`src/rtl/pipeline_hazard_ctrl_if.sv`:
```
// Hazard-control bundle between the pipeline datapath (master) and the hazard controller (slave).
// The master side supplies ID/EX operand info and memory status; the slave side returns the stage enables.
interface pipeline_hazard_ctrl_if;
  logic [4:0] id_rs1;
  logic [4:0] id_rs2;
  logic       id_uses_rs1;
  logic       id_uses_rs2;
  logic [4:0] ex_rd;
  logic       ex_mem_read;
  logic       ex_branch_taken;
  logic       mem_busy;
  logic       pc_ce;
  logic       if_id_ce;
  logic       if_id_flush;
  logic       id_ex_bubble;
  logic       pipe_hold;
  logic       mem_timeout;

  modport master (
    output id_rs1, id_rs2, id_uses_rs1, id_uses_rs2, ex_rd, ex_mem_read,
           ex_branch_taken, mem_busy,
    input  pc_ce, if_id_ce, if_id_flush, id_ex_bubble, pipe_hold, mem_timeout
  );

  modport slave (
    input  id_rs1, id_rs2, id_uses_rs1, id_uses_rs2, ex_rd, ex_mem_read,
           ex_branch_taken, mem_busy,
    output pc_ce, if_id_ce, if_id_flush, id_ex_bubble, pipe_hold, mem_timeout
  );
endinterface

```
`src/rtl/pipeline_hazard_ctrl.sv`:
```
// Pipeline hazard controller: zero-latency stall/flush/hold decisions; mem_busy holds the whole back end.
// Optional HAZARD_PERF_CNT_EN adds the stall_cycles performance counter.
module pipeline_hazard_ctrl #(
  parameter int unsigned FLUSH_CYCLES   = 1,
  parameter int unsigned MEM_WAIT_LIMIT = 255
) (
  input  logic                  clk,
  input  logic                  rst_n,
  pipeline_hazard_ctrl_if.slave hz
`ifdef HAZARD_PERF_CNT_EN
  ,
  output logic [31:0]           stall_cycles
`endif
);

  localparam logic [1:0] ST_RUN      = 2'd0;
  localparam logic [1:0] ST_MEM_WAIT = 2'd1;
  localparam logic [1:0] ST_FLUSH    = 2'd2;

  localparam logic [1:0] FLUSH_INIT = 2'(FLUSH_CYCLES - 1);
  localparam logic [7:0] WAIT_LIMIT = 8'(MEM_WAIT_LIMIT);

  logic [1:0] state, state_nxt;
  logic [1:0] fcnt, fcnt_nxt;
  logic [7:0] wcnt, wcnt_nxt;
  logic       timeout_q, timeout_nxt;

  logic lu;
  logic flushing;
  logic pc_ce_d, if_id_ce_d, if_id_flush_d, id_ex_bubble_d, pipe_hold_d;

  always_comb begin
    lu = hz.ex_mem_read && (hz.ex_rd != 5'd0) &&
         ((hz.id_uses_rs1 && (hz.id_rs1 == hz.ex_rd)) ||
          (hz.id_uses_rs2 && (hz.id_rs2 == hz.ex_rd)));
    // A flush interrupted by a memory wait is carried by a nonzero fcnt.
    flushing = (state == ST_FLUSH) || ((state == ST_MEM_WAIT) && (fcnt != 2'd0));
  end

  always_comb begin
    pc_ce_d        = 1'b1;
    if_id_ce_d     = 1'b1;
    if_id_flush_d  = 1'b0;
    id_ex_bubble_d = 1'b0;
    pipe_hold_d    = 1'b0;
    state_nxt      = ST_RUN;
    fcnt_nxt       = fcnt;
    wcnt_nxt       = 8'd0;
    timeout_nxt    = timeout_q;

    if (hz.mem_busy) begin
      pc_ce_d     = 1'b0;
      if_id_ce_d  = 1'b0;
      pipe_hold_d = 1'b1;
      state_nxt   = ST_MEM_WAIT;
      wcnt_nxt    = (wcnt == WAIT_LIMIT) ? wcnt : wcnt + 8'd1;
      if (wcnt_nxt == WAIT_LIMIT) begin
        timeout_nxt = 1'b1;
      end
    end else if (flushing) begin
      if_id_flush_d  = 1'b1;
      id_ex_bubble_d = 1'b1;
      fcnt_nxt       = fcnt - 2'd1;
      state_nxt      = (fcnt == 2'd1) ? ST_RUN : ST_FLUSH;
    end else if (hz.ex_branch_taken) begin
      if_id_flush_d  = 1'b1;
      id_ex_bubble_d = 1'b1;
      if (FLUSH_CYCLES > 1) begin
        state_nxt = ST_FLUSH;
        fcnt_nxt  = FLUSH_INIT;
      end
    end else if (lu) begin
      pc_ce_d        = 1'b0;
      if_id_ce_d     = 1'b0;
      id_ex_bubble_d = 1'b1;
    end

    // Keep the pipeline inert and filled with NOPs while reset is held.
    if (!rst_n) begin
      pc_ce_d        = 1'b0;
      if_id_ce_d     = 1'b0;
      if_id_flush_d  = 1'b1;
      id_ex_bubble_d = 1'b1;
      pipe_hold_d    = 1'b0;
    end
  end

  always_ff @(posedge clk or negedge rst_n) begin
    if (!rst_n) begin
      state     <= ST_RUN;
      fcnt      <= 2'd0;
      wcnt      <= 8'd0;
      timeout_q <= 1'b0;
    end else begin
      state     <= state_nxt;
      fcnt      <= fcnt_nxt;
      wcnt      <= wcnt_nxt;
      timeout_q <= timeout_nxt;
    end
  end

`ifdef HAZARD_PERF_CNT_EN
  always_ff @(posedge clk or negedge rst_n) begin
    if (!rst_n) begin
      stall_cycles <= 32'd0;
    end else if (!pc_ce_d) begin
      stall_cycles <= stall_cycles + 32'd1;
    end
  end
`endif

  assign hz.pc_ce        = pc_ce_d;
  assign hz.if_id_ce     = if_id_ce_d;
  assign hz.if_id_flush  = if_id_flush_d;
  assign hz.id_ex_bubble = id_ex_bubble_d;
  assign hz.pipe_hold    = pipe_hold_d;
  assign hz.mem_timeout  = timeout_q;

endmodule

```
`src/flat_wrapper.sv`:
```
// flat-port wrapper written by rule: the top's interface ports become plain ports
module pipeline_hazard_ctrl_flat 
#(
  parameter int unsigned FLUSH_CYCLES   = 1,
  parameter int unsigned MEM_WAIT_LIMIT = 255
)
  (clk, rst_n, hz_id_rs1, hz_id_rs2, hz_id_uses_rs1, hz_id_uses_rs2, hz_ex_rd, hz_ex_mem_read, hz_ex_branch_taken, hz_mem_busy, hz_pc_ce, hz_if_id_ce, hz_if_id_flush, hz_id_ex_bubble, hz_pipe_hold, hz_mem_timeout);
  pipeline_hazard_ctrl_if hz_i ();
  input  logic clk;
  input  logic rst_n;
  input wire logic [$bits(hz_i.id_rs1)-1:0] hz_id_rs1;
  input wire logic [$bits(hz_i.id_rs2)-1:0] hz_id_rs2;
  input wire logic [$bits(hz_i.id_uses_rs1)-1:0] hz_id_uses_rs1;
  input wire logic [$bits(hz_i.id_uses_rs2)-1:0] hz_id_uses_rs2;
  input wire logic [$bits(hz_i.ex_rd)-1:0] hz_ex_rd;
  input wire logic [$bits(hz_i.ex_mem_read)-1:0] hz_ex_mem_read;
  input wire logic [$bits(hz_i.ex_branch_taken)-1:0] hz_ex_branch_taken;
  input wire logic [$bits(hz_i.mem_busy)-1:0] hz_mem_busy;
  output wire logic [$bits(hz_i.pc_ce)-1:0] hz_pc_ce;
  output wire logic [$bits(hz_i.if_id_ce)-1:0] hz_if_id_ce;
  output wire logic [$bits(hz_i.if_id_flush)-1:0] hz_if_id_flush;
  output wire logic [$bits(hz_i.id_ex_bubble)-1:0] hz_id_ex_bubble;
  output wire logic [$bits(hz_i.pipe_hold)-1:0] hz_pipe_hold;
  output wire logic [$bits(hz_i.mem_timeout)-1:0] hz_mem_timeout;
  assign hz_i.id_rs1 = hz_id_rs1;
  assign hz_i.id_rs2 = hz_id_rs2;
  assign hz_i.id_uses_rs1 = hz_id_uses_rs1;
  assign hz_i.id_uses_rs2 = hz_id_uses_rs2;
  assign hz_i.ex_rd = hz_ex_rd;
  assign hz_i.ex_mem_read = hz_ex_mem_read;
  assign hz_i.ex_branch_taken = hz_ex_branch_taken;
  assign hz_i.mem_busy = hz_mem_busy;
  assign hz_pc_ce = hz_i.pc_ce;
  assign hz_if_id_ce = hz_i.if_id_ce;
  assign hz_if_id_flush = hz_i.if_id_flush;
  assign hz_id_ex_bubble = hz_i.id_ex_bubble;
  assign hz_pipe_hold = hz_i.pipe_hold;
  assign hz_mem_timeout = hz_i.mem_timeout;
  pipeline_hazard_ctrl #(.FLUSH_CYCLES(FLUSH_CYCLES), .MEM_WAIT_LIMIT(MEM_WAIT_LIMIT)) u_core (.clk(clk), .rst_n(rst_n), .hz(hz_i));
endmodule
```
`config.mk`:
```
export PLATFORM = sky130hd
export DESIGN_NAME = pipeline_hazard_ctrl_flat
export DESIGN_NICKNAME = d
export VERILOG_FILES = /design/src/rtl/pipeline_hazard_ctrl_if.sv /design/src/rtl/pipeline_hazard_ctrl.sv /design/src/flat_wrapper.sv
export SDC_FILE = /design/constraint.sdc
export NUM_CORES = 1
export LEC_CHECK = 0
export BUFFER_PORTS_ARGS = -buffer_cell sky130_fd_sc_hd__buf_2
export CORE_MARGIN = 2
export CORE_UTILIZATION = 30
export DETAILED_ROUTE_END_ITERATION = 8
export PLACE_DENSITY = 0.59
export SETUP_SLACK_MARGIN = 0.2
export SLEW_MARGIN = 40
export SYNTH_ARGS = -nofsm -noshare
export SYNTH_HDL_FRONTEND = slang
export SYNTH_SLANG_ARGS = --single-unit
```
`constraint.sdc`:
```
create_clock -name clk -period 1.7 [get_ports clk]
set_clock_uncertainty 0.2 [all_clocks]
set_input_delay 0.17 -clock clk [delete_from_list [all_inputs] [get_ports clk]]
set_output_delay 0.17 -clock clk [all_outputs]
set_load 0.005 [all_outputs]
```
==> out/metrics.json <==
{
  "outcome": {"value": "finished, violations left"},
  "failing_checks": {"value": "setup timing"},
  "power_density": {"value": 709, "unit": "nW/um^2"},
  "switchingPower": {"value": 0.316, "unit": "mW"},
  "route.detailed.drc": {"value": 0},
  "cp.arrival": {"value": 1560, "unit": "ps"},
  "critPathCaptureType": {"value": "primary output"},
  "tritoncts_num_sinks": {"value": 13},
  "pin_count_of_the_biggest_net_entering_global_routing": {"value": 15},
  "initial_core_util": {"value": 31.8, "unit": "%"},
  "gate_count_of_the_mapped_netlist": {"value": 97},
  "synth.yosys.seq_area_share": {"value": 36.8, "unit": "%"},
  "wire_length_after_detailed_routing": {"value": 2.30, "unit": "mm"},
  "timing.critical_path.slowest_cell_delay": {"value": 400, "unit": "ps"},
  "rsz0062_at_grt": {"value": "yes"},
  "total_leakage_power": {"value": 0.679, "unit": "nW"},
  "vias_in_the_first_global_route": {"value": 930},
  "comb_power_share": {"value": 45.4, "unit": "%"},
  "floorplan.core_area": {"value": 2780, "unit": "sq um"},
  "cts_clock_pin_slew_for_the_worst_setup_and_hold_paths": {"value": 80, "unit": "ps"},
  "layout-drive-gt1-share": {"value": 53.6, "unit": "%"},
  "final_design_area_no_fill": {"value": 1440, "unit": "sq um"},
  "initial_antenna_violation_count": {"value": 0},
  "peakVddDrop": {"value": 0.517, "unit": "mV"},
  "cts_tree": {"value": "built"},
  "routedWlPerCell": {"value": 12.5, "unit": "microns"},
  "clock.fmax": {"value": 517, "unit": "MHz"},
  "drt_first_pass_iters": {"value": 4},
  "path_buf_inv": {"value": 2},
  "layout.nets": {"value": 179},
  "number_of_diodes_added_for_antenna_fixing": {"value": 0},
  "dr_total_vias": {"value": 931},
  "drv_slew": {"value": 0},
  "placement.io_buffers": {"value": 27},
  "synth_nets": {"value": 122},
  "drtAntennaViolNets": {"value": 0},
  "clk_latency": {"value": 270, "unit": "ps"},
  "seq_power_share": {"value": 36.6, "unit": "%"},
  "grt.overflow.total": {"value": 0},
  "design.portCount": {"value": 28},
  "timing_worst_slew_pin_value": {"value": 270, "unit": "ps"},
  "required": {"value": 1330, "unit": "ps"},
  "drt_first_iter_violations": {"value": 30},
  "grt_pass1_wl": {"value": 3.97, "unit": "mm"},
  "clock_power_share": {"value": 18.0, "unit": "%"},
  "h_tree_depth": {"value": 1},
  "post_drt_via_cell_ratio": {"value": 5.06},
  "postLayoutSetupSlackWorst": {"value": -234, "unit": "ps"},
  "numCtsBuffers": {"value": 3},
  "die_width": {"value": 58.3, "unit": "microns"},
  "final_cell_utilization_of_the_core": {"value": 51.9, "unit": "%"},
  "ctsRootBufferMaster": {"value": "sky130_fd_sc_hd__clkbuf_4"},
  "hold_path.class": {"value": "primary input to flip-flop"},
  "critical-path-slowest-cell": {"value": "sky130_fd_sc_hd__dfrtp_1"},
  "yosys_register_bits": {"value": 13},
  "layout_worst_path_cycle_share": {"value": 114, "unit": "%"},
  "cell_type_group_with_the_largest_total_delay_on_the_critical_path": {"value": "compound AO/OA/AOI/OAI gates"},
  "clock_path_buffers": {"value": 2},
  "peak_fanout_along_the_critical_path": {"value": 2},
  "maxCapViolCount": {"value": 0},
  "y_dimension_of_the_die": {"value": 58.3, "unit": "microns"},
  "floorplan_die_area": {"value": 3400, "unit": "sq um"},
  "launching_element_type_of_the_critical_path": {"value": "flip-flop"},
  "detailedPlacementHpwl": {"value": 1.70, "unit": "mm"},
  "netlist_area": {"value": 885, "unit": "sq um"},
  "final_count_of_hold_timing_violations": {"value": 0},
  "intPower": {"value": 0.707, "unit": "mW"},
  "dpl_cell_area": {"value": 1180, "unit": "sq um"},
  "sw_frac_of_total": {"value": 30.9, "unit": "%"},
  "critPathKind": {"value": "flip-flop to primary output"},
  "core.rowCount": {"value": 19},
  "netlist-cell-type-count": {"value": 33},
  "path_cells": {"value": "inv_2 > ha_4 > nor2_4 > a211oi_4 > o21ai_2 > a31o_1 > buf_2"},
  "yosys_warnings": {"value": 0},
  "report.final.setup_viol": {"value": 4},
  "syn2layout_area_growth": {"value": 63.2, "unit": "%"},
  "slew_headroom": {"value": 82.0, "unit": "%"},
  "place.gp.congestion": {"value": 0.852},
  "synth.avg_cell_area": {"value": 9.12, "unit": "sq um"},
  "layout_min_cycle_time": {"value": 1930, "unit": "ps"},
  "groute.usage.overall": {"value": 15.4, "unit": "%"}
}
==> flip-flops by register name, summed over array words and instances (netlist names) <==
register               flops
u_core.state               2
u_core.wcnt                8
u_core.hz.mem_timeout      1
u_core.fcnt                2
==> cell usage in the layout, fill, tap and decap left out, drive strengths merged, types with 2 or more instances in the layout <==
| cell | netlist | layout |
|---|---|---|
| o21a | 2 | 2 |
| a31o | 2 | 2 |
| a31oi | 2 | 2 |
| nand3 | 3 | 3 |
| a21oi | 2 | 2 |
| dfrtp | 13 | 13 |
| nand4 | 3 | 3 |
| nor2 | 5 | 5 |
| mux2i | 3 | 3 |
| nand4b | 2 | 2 |
| nand2 | 8 | 8 |
| buf | 3 | 54 |
| or4 | 2 | 2 |
| dlygate4sd3 | 0 | 2 |
| ha | 3 | 3 |
| nor2b | 3 | 3 |
| xnor2 | 14 | 14 |
| and3 | 3 | 3 |
| o21ai | 7 | 7 |
| inv | 6 | 6 |
| clkbuf | 1 | 4 |
==> power groups by stage <==
stage          sequential [mW]  combinational, mW  clock [mW]
3_3_place_gp             0.378              0.283           0
6_report                 0.375              0.464       0.184
4_1_cts                  0.370              0.376       0.195
5_1_grt                  0.378              0.518       0.207
3_5_place_dp             0.380              0.298           0
2_1_floorplan            0.377              0.194           0
==> layout make-up <==
cell class                      count  area (sq um)
Timing Repair Buffer               56           383
Inverter                            6          22.5
Clock buffer                        4          26.3
Multi-Input combinational cell     74           647
Fill cell                         250          1340
Sequential cell                    13           327
Tap cell                           31          38.8
==> metal layers <==
layer | up-vias | share of wire (%) | track usage [%]
met4 | 0 | 1.8 | 6.98
met1 | 439 | 42 | 18.2
met3 | 4 | 5.6 | 2.20
met2 | 32 | 51 | 27.4
li1 | 456 | - | -
met5 | - | 0 | 0
==> cells by family after synthesis <==
logic type      share of synthesized area, %
compound gates                          17.3
xor+xnor                                13.9
fa+ha+maj                               4.24
buf+inv                                 4.95
flops                                   36.8
mux                                     3.39
simple gates                            19.5
==> per-stage QoR <==
step	setup slack [ps]	total power [mW]	std cells	hold slack [ps]	TNS, ps
2_1_floorplan	22.5	0.571	97	-326	0
3_3_place_gp	-62.2	0.660	163	2.98	-124
3_5_place_dp	-102	0.679	163	-9.41	-209
4_1_cts	-275	0.941	181	39.4	-893
5_1_grt	-320	1.10	184	57.8	-1160
6_report	-234	1.02	184	57.3	-864
==> cells in the mapped netlist <==
library cell / n / area share, %
sky130_fd_sc_hd__nor2_2: 1 / 0.71
sky130_fd_sc_hd__a31o_2: 1 / 0.99
sky130_fd_sc_hd__a21boi_1: 1 / 0.85
sky130_fd_sc_hd__nand2_1: 8 / 3.4
sky130_fd_sc_hd__o22ai_1: 1 / 0.71
sky130_fd_sc_hd__nand4b_1: 2 / 2.0
sky130_fd_sc_hd__clkbuf_1: 1 / 0.42
sky130_fd_sc_hd__a41o_1: 1 / 1.1
sky130_fd_sc_hd__inv_1: 6 / 2.5
sky130_fd_sc_hd__a31o_1: 1 / 0.99
sky130_fd_sc_hd__o21a_1: 2 / 1.7
sky130_fd_sc_hd__a211oi_1: 1 / 0.85
sky130_fd_sc_hd__nor3_1: 1 / 0.57
sky130_fd_sc_hd__ha_1: 3 / 4.2
sky130_fd_sc_hd__dfrtp_1: 13 / 37
sky130_fd_sc_hd__xnor2_1: 14 / 14
sky130_fd_sc_hd__a21o_1: 1 / 0.85
sky130_fd_sc_hd__a21oi_1: 2 / 1.1
sky130_fd_sc_hd__o31a_1: 1 / 0.99
sky130_fd_sc_hd__a31oi_1: 2 / 1.4
sky130_fd_sc_hd__nand4_1: 3 / 2.1
sky130_fd_sc_hd__or4_1: 2 / 1.7
sky130_fd_sc_hd__nor2b_1: 3 / 2.1
sky130_fd_sc_hd__mux2i_1: 3 / 3.4
sky130_fd_sc_hd__nor2_1: 4 / 1.7
sky130_fd_sc_hd__nand3_1: 3 / 1.7
sky130_fd_sc_hd__nand2b_1: 1 / 0.71
sky130_fd_sc_hd__and3_1: 3 / 2.1
sky130_fd_sc_hd__o21ai_0: 7 / 4.0
sky130_fd_sc_hd__a311oi_2: 1 / 1.7
sky130_fd_sc_hd__buf_4: 1 / 0.85
sky130_fd_sc_hd__and2_1: 1 / 0.71
sky130_fd_sc_hd__buf_2: 2 / 1.1
==> what timing repair did <==
item	CTS	global route
setup endpoints to repair	8	14
setup buffers	12	3
pin swaps	13	13
gates resized for setup	7	18
hold endpoints to repair	14	0
hold buffers	2	0
==> worst paths after layout <==
kind / start / end / slack (ps) / cells after the start
setup / recovery: u_core.fcnt[0] / hz_id_ex_bubble / -230 / 7
hold reg to reg: u_core.hz.mem_timeout / u_core.hz.mem_timeout / 280 / 1
setup reg to reg: u_core.wcnt[0] / u_core.hz.mem_timeout / 80 / 6
max in group asynchronous: rst_n / u_core.wcnt[3] / 860 / 3
hold / removal: hz_mem_busy / u_core.wcnt[2] / 60 / 2
min in group asynchronous: rst_n / u_core.hz.mem_timeout / 260 / 3
Power figures use the tool's default switching activity.
